$ cat config.mk
export PLATFORM = sky130hd
export DESIGN_NAME = fabric_ctrl
export DESIGN_NICKNAME = d
export VERILOG_FILES = /design/src/rtl/fabric_ctrl.sv
export SDC_FILE = /design/constraint.sdc
export NUM_CORES = 1
export LEC_CHECK = 0
export CORE_ASPECT_RATIO = 1.4
export CORE_MARGIN = 10
export CORE_UTILIZATION = 45
export DETAILED_ROUTE_END_ITERATION = 10
export GPL_TIMING_DRIVEN = 0
export PLACE_DENSITY = 0.82
export SLEW_MARGIN = 20
export SYNTH_ARGS = -nofsm -noshare
export SYNTH_HDL_FRONTEND = slang
export SYNTH_SLANG_ARGS = --single-unit
$ cat constraint.sdc
create_clock -name clk -period 3 [get_ports clk]
set_input_delay 0.45 -clock clk [delete_from_list [all_inputs] [get_ports clk]]
set_output_delay 0.45 -clock clk [all_outputs]
set_load 0.05 [all_outputs]
$ cat src/rtl/fabric_ctrl.sv
// Sequencer for the shortest-path node fabric: loads packed weights over the bus,
// runs the array from a seeded start node until it settles, then packs direction codes back out.
module fabric_ctrl #(
  parameter int          DIM      = 32,
  parameter int          WW       = 4,
  parameter int          DW       = 3,
  parameter logic [31:0] ADDR_MAP = 32'h40000000,
  parameter logic [31:0] ADDR_DIR = 32'h40002000,
  parameter int          SETTLE   = 16,
  localparam int         N        = DIM * DIM,
  localparam int         CW       = $clog2(DIM),
  localparam int         IW       = $clog2(N)
) (
  input  logic          clk,
  input  logic          arst_n,
  input  logic          ctrl_wr,
  input  logic [31:0]   ctrl_in,
  output logic [31:0]   ctrl_out,
  output logic          txn_req,
  output logic          txn_wr,
  output logic [31:0]   txn_addr,
  output logic [31:0]   txn_wdata,
  input  logic          txn_rdy,
  input  logic [31:0]   txn_rdata,
  output logic          fab_rst,
  output logic          fab_ld,
  output logic [IW-1:0] fab_ld_idx,
  output logic [WW-1:0] fab_ld_weight,
  output logic          fab_src_vld,
  output logic [IW-1:0] fab_src_idx,
  input  logic          fab_activity,
  output logic [IW-1:0] fab_rd_idx,
  input  logic [DW-1:0] fab_rd_dir,
  output logic          int_done
);

  localparam int          WPW  = 32 / WW;
  localparam int          CNTW = $clog2(SETTLE + 1);
  localparam logic [IW:0] N_L  = (IW+1)'(N);
  localparam logic [IW:0] NM1  = (IW+1)'(N - 1);

  typedef enum logic [2:0] {
    S_IDLE, S_LD_REQ, S_LD_UNPACK, S_RUN_INIT, S_RUN, S_PK_GATHER, S_PK_WRITE, S_DONE
  } state_t;

  state_t          state_q, state_d;
  logic            run_q, run_d, load_q, load_d, done_q, done_d, ie_q, ie_d;
  logic            abort_q, abort_d;
  logic [4:0]      sy_q, sy_d, sx_q, sx_d;
  logic [IW:0]     node_q, node_d, word_q, word_d;
  logic [2:0]      slot_q, slot_d;
  logic [CNTW-1:0] cnt_q, cnt_d;
  logic [31:0]     data_q, data_d;

  logic            busy, req_now, abort_now;
  logic [31:0]     ld_slot;
  logic            unused_ok;

  assign unused_ok   = ^ctrl_in[27:10];
  assign ctrl_out    = {run_q, load_q, done_q, ie_q, 18'd0, sy_q, sx_q};
  assign fab_src_idx = {sy_q[CW-1:0], sx_q[CW-1:0]};

  always_ff @(posedge clk or negedge arst_n) begin
    if (!arst_n) begin
      state_q <= S_IDLE;
      run_q   <= 1'b0;
      load_q  <= 1'b0;
      done_q  <= 1'b0;
      ie_q    <= 1'b0;
      abort_q <= 1'b0;
      sy_q    <= '0;
      sx_q    <= '0;
      node_q  <= '0;
      word_q  <= '0;
      slot_q  <= '0;
      cnt_q   <= '0;
      data_q  <= '0;
    end else begin
      state_q <= state_d;
      run_q   <= run_d;
      load_q  <= load_d;
      done_q  <= done_d;
      ie_q    <= ie_d;
      abort_q <= abort_d;
      sy_q    <= sy_d;
      sx_q    <= sx_d;
      node_q  <= node_d;
      word_q  <= word_d;
      slot_q  <= slot_d;
      cnt_q   <= cnt_d;
      data_q  <= data_d;
    end
  end

  always_comb begin
    state_d = state_q;
    run_d   = run_q;
    load_d  = load_q;
    done_d  = done_q;
    ie_d    = ie_q;
    abort_d = abort_q;
    sy_d    = sy_q;
    sx_d    = sx_q;
    node_d  = node_q;
    word_d  = word_q;
    slot_d  = slot_q;
    cnt_d   = cnt_q;
    data_d  = data_q;

    fab_rst       = 1'b0;
    fab_ld        = 1'b0;
    fab_ld_idx    = '0;
    fab_ld_weight = '0;
    fab_src_vld   = 1'b0;
    fab_rd_idx    = '0;
    int_done      = 1'b0;

    busy      = (state_q != S_IDLE) && (state_q != S_DONE);
    req_now   = (state_q == S_LD_REQ) || (state_q == S_PK_WRITE);
    abort_now = ctrl_wr && busy && !ctrl_in[31] && !ctrl_in[30];
    ld_slot   = 32'(node_q) & 32'(WPW - 1);

    txn_req   = req_now;
    txn_wr    = (state_q == S_PK_WRITE);
    txn_addr  = '0;
    txn_wdata = '0;
    if (state_q == S_LD_REQ)   txn_addr = ADDR_MAP + (32'(word_q) << 2);
    if (state_q == S_PK_WRITE) begin
      txn_addr  = ADDR_DIR + (32'(word_q) << 2);
      txn_wdata = data_q;
    end

    if (ctrl_wr && !busy) begin
      run_d  = ctrl_in[31];
      load_d = ctrl_in[30];
      ie_d   = ctrl_in[28];
      sy_d   = ctrl_in[9:5];
      sx_d   = ctrl_in[4:0];
      if (ctrl_in[29]) done_d = 1'b0;
    end

    case (state_q)
      S_IDLE: begin
        if (load_q) begin
          state_d = S_LD_REQ;
          node_d  = '0;
          word_d  = '0;
        end else if (run_q) begin
          state_d = S_RUN_INIT;
        end
      end
      S_LD_REQ: begin
        if (txn_rdy) begin
          data_d  = txn_rdata;
          state_d = S_LD_UNPACK;
        end
      end
      S_LD_UNPACK: begin
        fab_ld        = 1'b1;
        fab_ld_idx    = node_q[IW-1:0];
        fab_ld_weight = data_q[ld_slot*WW +: WW];
        node_d        = node_q + (IW+1)'(1);
        if (node_q == NM1) begin
          load_d  = 1'b0;
          state_d = S_IDLE;
        end else if (ld_slot == 32'(WPW - 1)) begin
          word_d  = word_q + (IW+1)'(1);
          state_d = S_LD_REQ;
        end
      end
      S_RUN_INIT: begin
        fab_rst     = 1'b1;
        fab_src_vld = 1'b1;
        cnt_d       = CNTW'(SETTLE);
        state_d     = S_RUN;
      end
      S_RUN: begin
        fab_src_vld = 1'b1;
        if (fab_activity) begin
          cnt_d = CNTW'(SETTLE);
        end else if (cnt_q == CNTW'(1)) begin
          cnt_d   = '0;
          node_d  = '0;
          word_d  = '0;
          slot_d  = '0;
          data_d  = '0;
          state_d = S_PK_GATHER;
        end else begin
          cnt_d = cnt_q - CNTW'(1);
        end
      end
      S_PK_GATHER: begin
        fab_rd_idx = node_q[IW-1:0];
        // Slots beyond the last node stay zero when N is not a multiple of 8.
        if (node_q < N_L) begin
          data_d[4*slot_q +: 4] = 4'(fab_rd_dir);
          node_d = node_q + (IW+1)'(1);
        end
        slot_d = slot_q + 3'd1;
        if (slot_q == 3'd7) state_d = S_PK_WRITE;
      end
      S_PK_WRITE: begin
        if (txn_rdy) begin
          if (node_q == N_L) begin
            run_d   = 1'b0;
            done_d  = 1'b1;
            state_d = S_DONE;
          end else begin
            word_d  = word_q + (IW+1)'(1);
            slot_d  = '0;
            data_d  = '0;
            state_d = S_PK_GATHER;
          end
        end
      end
      S_DONE: begin
        int_done = ie_q;
        state_d  = S_IDLE;
      end
      default: state_d = S_IDLE;
    endcase

    // An abort waits for an in-flight bus transfer to be accepted before dropping to idle.
    if (abort_q || abort_now) begin
      if (req_now && !txn_rdy) begin
        abort_d = 1'b1;
      end else begin
        abort_d = 1'b0;
        state_d = S_IDLE;
        run_d   = 1'b0;
        load_d  = 1'b0;
        done_d  = done_q;
      end
    end
  end

endmodule

==> impl_metrics.tcl <==
set metrics [dict create \
    synthFlopType "dfrtp_1" \
    rr_worst_depth 9 \
    dr.max_layer_used "met4" \
    finalHoldViolations 0 \
    wl_um 17870 \
    max_slew_margin_pct 36.57 \
    clock-root-buffer "clkbuf_16" \
    clock_latency_ns 0.35 \
    syn_area_um2 5338 \
    drive_gt1_share_pct 17.38 \
    slowest_delay_ns 0.60 \
    ir_worst_vdd_mv 0.4990 \
    tritoncts.num_buffers 9 \
    drt_iter0_drc 293 \
    p_leak_uw 0.003663 \
    reg2reg_setup_slack_ns 0.20 \
    outcome "finished clean" \
    initial_core_util_pct 45.61 \
    ys_seq_area_share_pct 37.51 \
    setup_viol_count_final 0 \
    wl_met3_um 1638 \
    crit_required_ns 2.55 \
    synth.largest_area_cell "dfrtp_1" \
    setup_ws_ns 0.07546 \
    synth.area.top_cells "dfrtp_1 38%, buf_4 7.5%, and2_1 6.9%, mux4_2 3.8%, o21ai_0 3.8%" \
    cts_tree "done" \
    drc 0 \
    fin_skew_ns 0.007990 \
    grt_pass1_wl_um 27870 \
    synthArstFlopShare_pct 100.0 \
    core_area_um2 11700 \
    fp.dieW_um 112.0 \
    cts.sinks 80 \
    period_needed_ns 2.925 \
    tightest_slew_ns 0.9485 \
    crit_chain "buf_2 -> mux4_2 -> mux2i_1 -> nor2_1 -> dlygate4sd2_1" \
    synth_seq_cells 80 \
    cp.arrival_ns 2.47 \
    r2r_start "node_q[0]" \
    yosys.area.top_type_share_pct 37.51 \
    cp-startpoint "node_q[0]" \
    power.density_nw_per_um2 862.6 \
    syn_area_per_cell_um2 8.926 \
    grt_max_degree 42 \
    drt-met1-wl_um 6628 \
    clk_pin_slew_worst_paths_ns 0.06 \
    period_share_pct 97.48 \
    post_cts_buffers 0 \
    cts_buffer_depth 2 \
    portBuffers 152 \
    fmax_mhz 341.9 \
    dr.pass1.iters 5 \
    detail_route.wl_per_cell_um 18.87 \
    grt-ovfl-total 0 \
    diodes 0 \
    slew_violations 0 \
    min_path_type "in -> async" \
    max-cap-violations 0 \
    placed_cells 934 \
    yosysWarnings 0 \
    htreeDepth 3 \
    worst-path-max-fanout 10 \
    gp_congestion 0.9297 \
    rows 47 \
    final_antenna_net_count 0 \
    synth_edf_count 0 \
    synthCells 598 \
    setup_tns_ns 0 \
    dpl.hpwl_um 14200 \
    final_core_util_pct 63.41 \
    r2r_end "data_q[18]" \
    critical_path.endpoint_type "output pin" \
    grt_usage_pct 20.37 \
    met2WireLength_um 9060 \
    area_growth_pct 39.03 \
    design.die.area_um2 16680 \
    antenna_found_initial 0 \
    instances_no_fill 947 \
    critPathKind "reg -> out" \
    dr_total_vias 5183 \
    die_y_um 148.9 \
    via_per_inst 5.473 \
    finalNetCount 879 \
    dp_worst_setup_slack_ns -0.1652 \
    cp_slowest_cell "dfrtp_1" \
    synth_cell_types 60 \
    io_pins 208 \
    cp-start-kind "flop" \
    grt_pass1_vias 5190 \
]
flip-flops by register name, summed over array words and instances (netlist names), 3 cells and up:
signal	cells
sy_q	5
sx_q	5
node_q	11
word_q	11
cnt_q	5
state_q	3
data_q	32
slot_q	3
where the power goes:
part	total, uW	internal [uW]	switching, uW
registers	1710	1400	309
clock network	1190	743	443
logic	3510	1260	2250
Yosys cell counts (9+ instances only):
master / number
dfrtp_1: 80
and2_1: 59
buf_4: 53
nand2_1: 51
nor2_1: 50
o21ai_0: 40
clkbuf_1: 22
inv_1: 19
a21oi_1: 13
mux2_2: 12
nor3_1: 12
nand2b_1: 11
o211ai_1: 11
ha_1: 10
nand3_1: 10
mux4_2: 9
metal layers:
layer	vias to the layer above	global-route usage, %
met3	39	7.528
met5	-	0
met2	270	35.84
li1	2406	-
met4	0	7.697
met1	2468	21.75
per-stage QoR:
stage | power, uW | cell area [um2] | hold WS [ns]
2_1_floorplan | 4090 | 5473 | 0.1544
3_3_place_gp | 5099 | 7178 | 0.4877
5_1_grt | 6694 | 7421 | 0.1303
6_report | 6401 | 7421 | 0.09002
4_1_cts | 6372 | 7458 | 0.1103
3_5_place_dp | 5198 | 7196 | 0.4702
repair_timing:
action | CTS | global route
pin swaps | 0 | 0
hold buffers | 0 | 0
setup endpoints to repair | 90 | 61
endpoints found under the hold margin | 0 | 0
gates resized for setup | 97 | 48
layout by cell type (no fill, tap or decap), drive strengths merged, types with 5 or more instances in the layout:
cell	n
dlygate4sd2	35
clkdlybuf4s15	14
nor2	51
ha	10
o31ai	6
o211ai	11
mux4	9
buf	67
a221o	6
and2	59
nor3	12
and4	6
or3	6
clkbuf	45
dfrtp	80
mux2i	7
o21ai	41
a21o	7
nand3	11
clkdlybuf4s50	80
conb	37
mux2	12
dlymetal6s2s	5
nand2	51
a22o	8
inv	21
xor2	7
nand2b	11
and3	8
a21oi	14
worst max path at each step:
stage	to	slack [ns]	cells after the start
floorplan	fab_src_vld	0.30	6
global placement	word_q[6]	-1.39	1
detailed placement	txn_addr[8]	-0.17	7
CTS	fab_rd_idx[9]	0.00006	6
global route	txn_wdata[12]	-0.003	5
finish	fab_ld_weight[1]	0.08	5
critical path: cells and delay by family (launching register included):
family                 cells  cell delay, ns
buffers and inverters      2            0.76
muxes                      2            0.68
DFF                        1            0.60
and+or+nand+nor            1            0.08
area by class of cell:
| type | instances | area [um2] |
|---|---|---|
| repair buffers | 153 | 1434 |
| plain buffers | 83 | 530.5 |
| fillers | 982 | 4282 |
| well taps | 147 | 183.9 |
| clock inverters | 3 | 67.56 |
| clock buffers | 11 | 242.7 |
| flip-flops and latches | 80 | 2002 |
| inverters | 21 | 78.83 |
| multi-input cells | 449 | 2882 |
cells by family (layout without fill, tap and decap cells):
kind of cell / count (synthesis) / after routing / synth area share (%)
AO/OA/AOI/OAI: 123 / 123 / 15.40
XOR/XNOR: 8 / 8 / 1.313
adder cells (fa/ha/maj): 10 / 10 / 2.344
buffers and inverters: 105 / 271 / 11.32
flip-flops: 80 / 80 / 37.51
multiplexers: 28 / 28 / 7.642
other: 1 / 37 / 0.07026
AND/OR/NAND/NOR: 243 / 243 / 24.40
(Power assumes the default switching activity.)
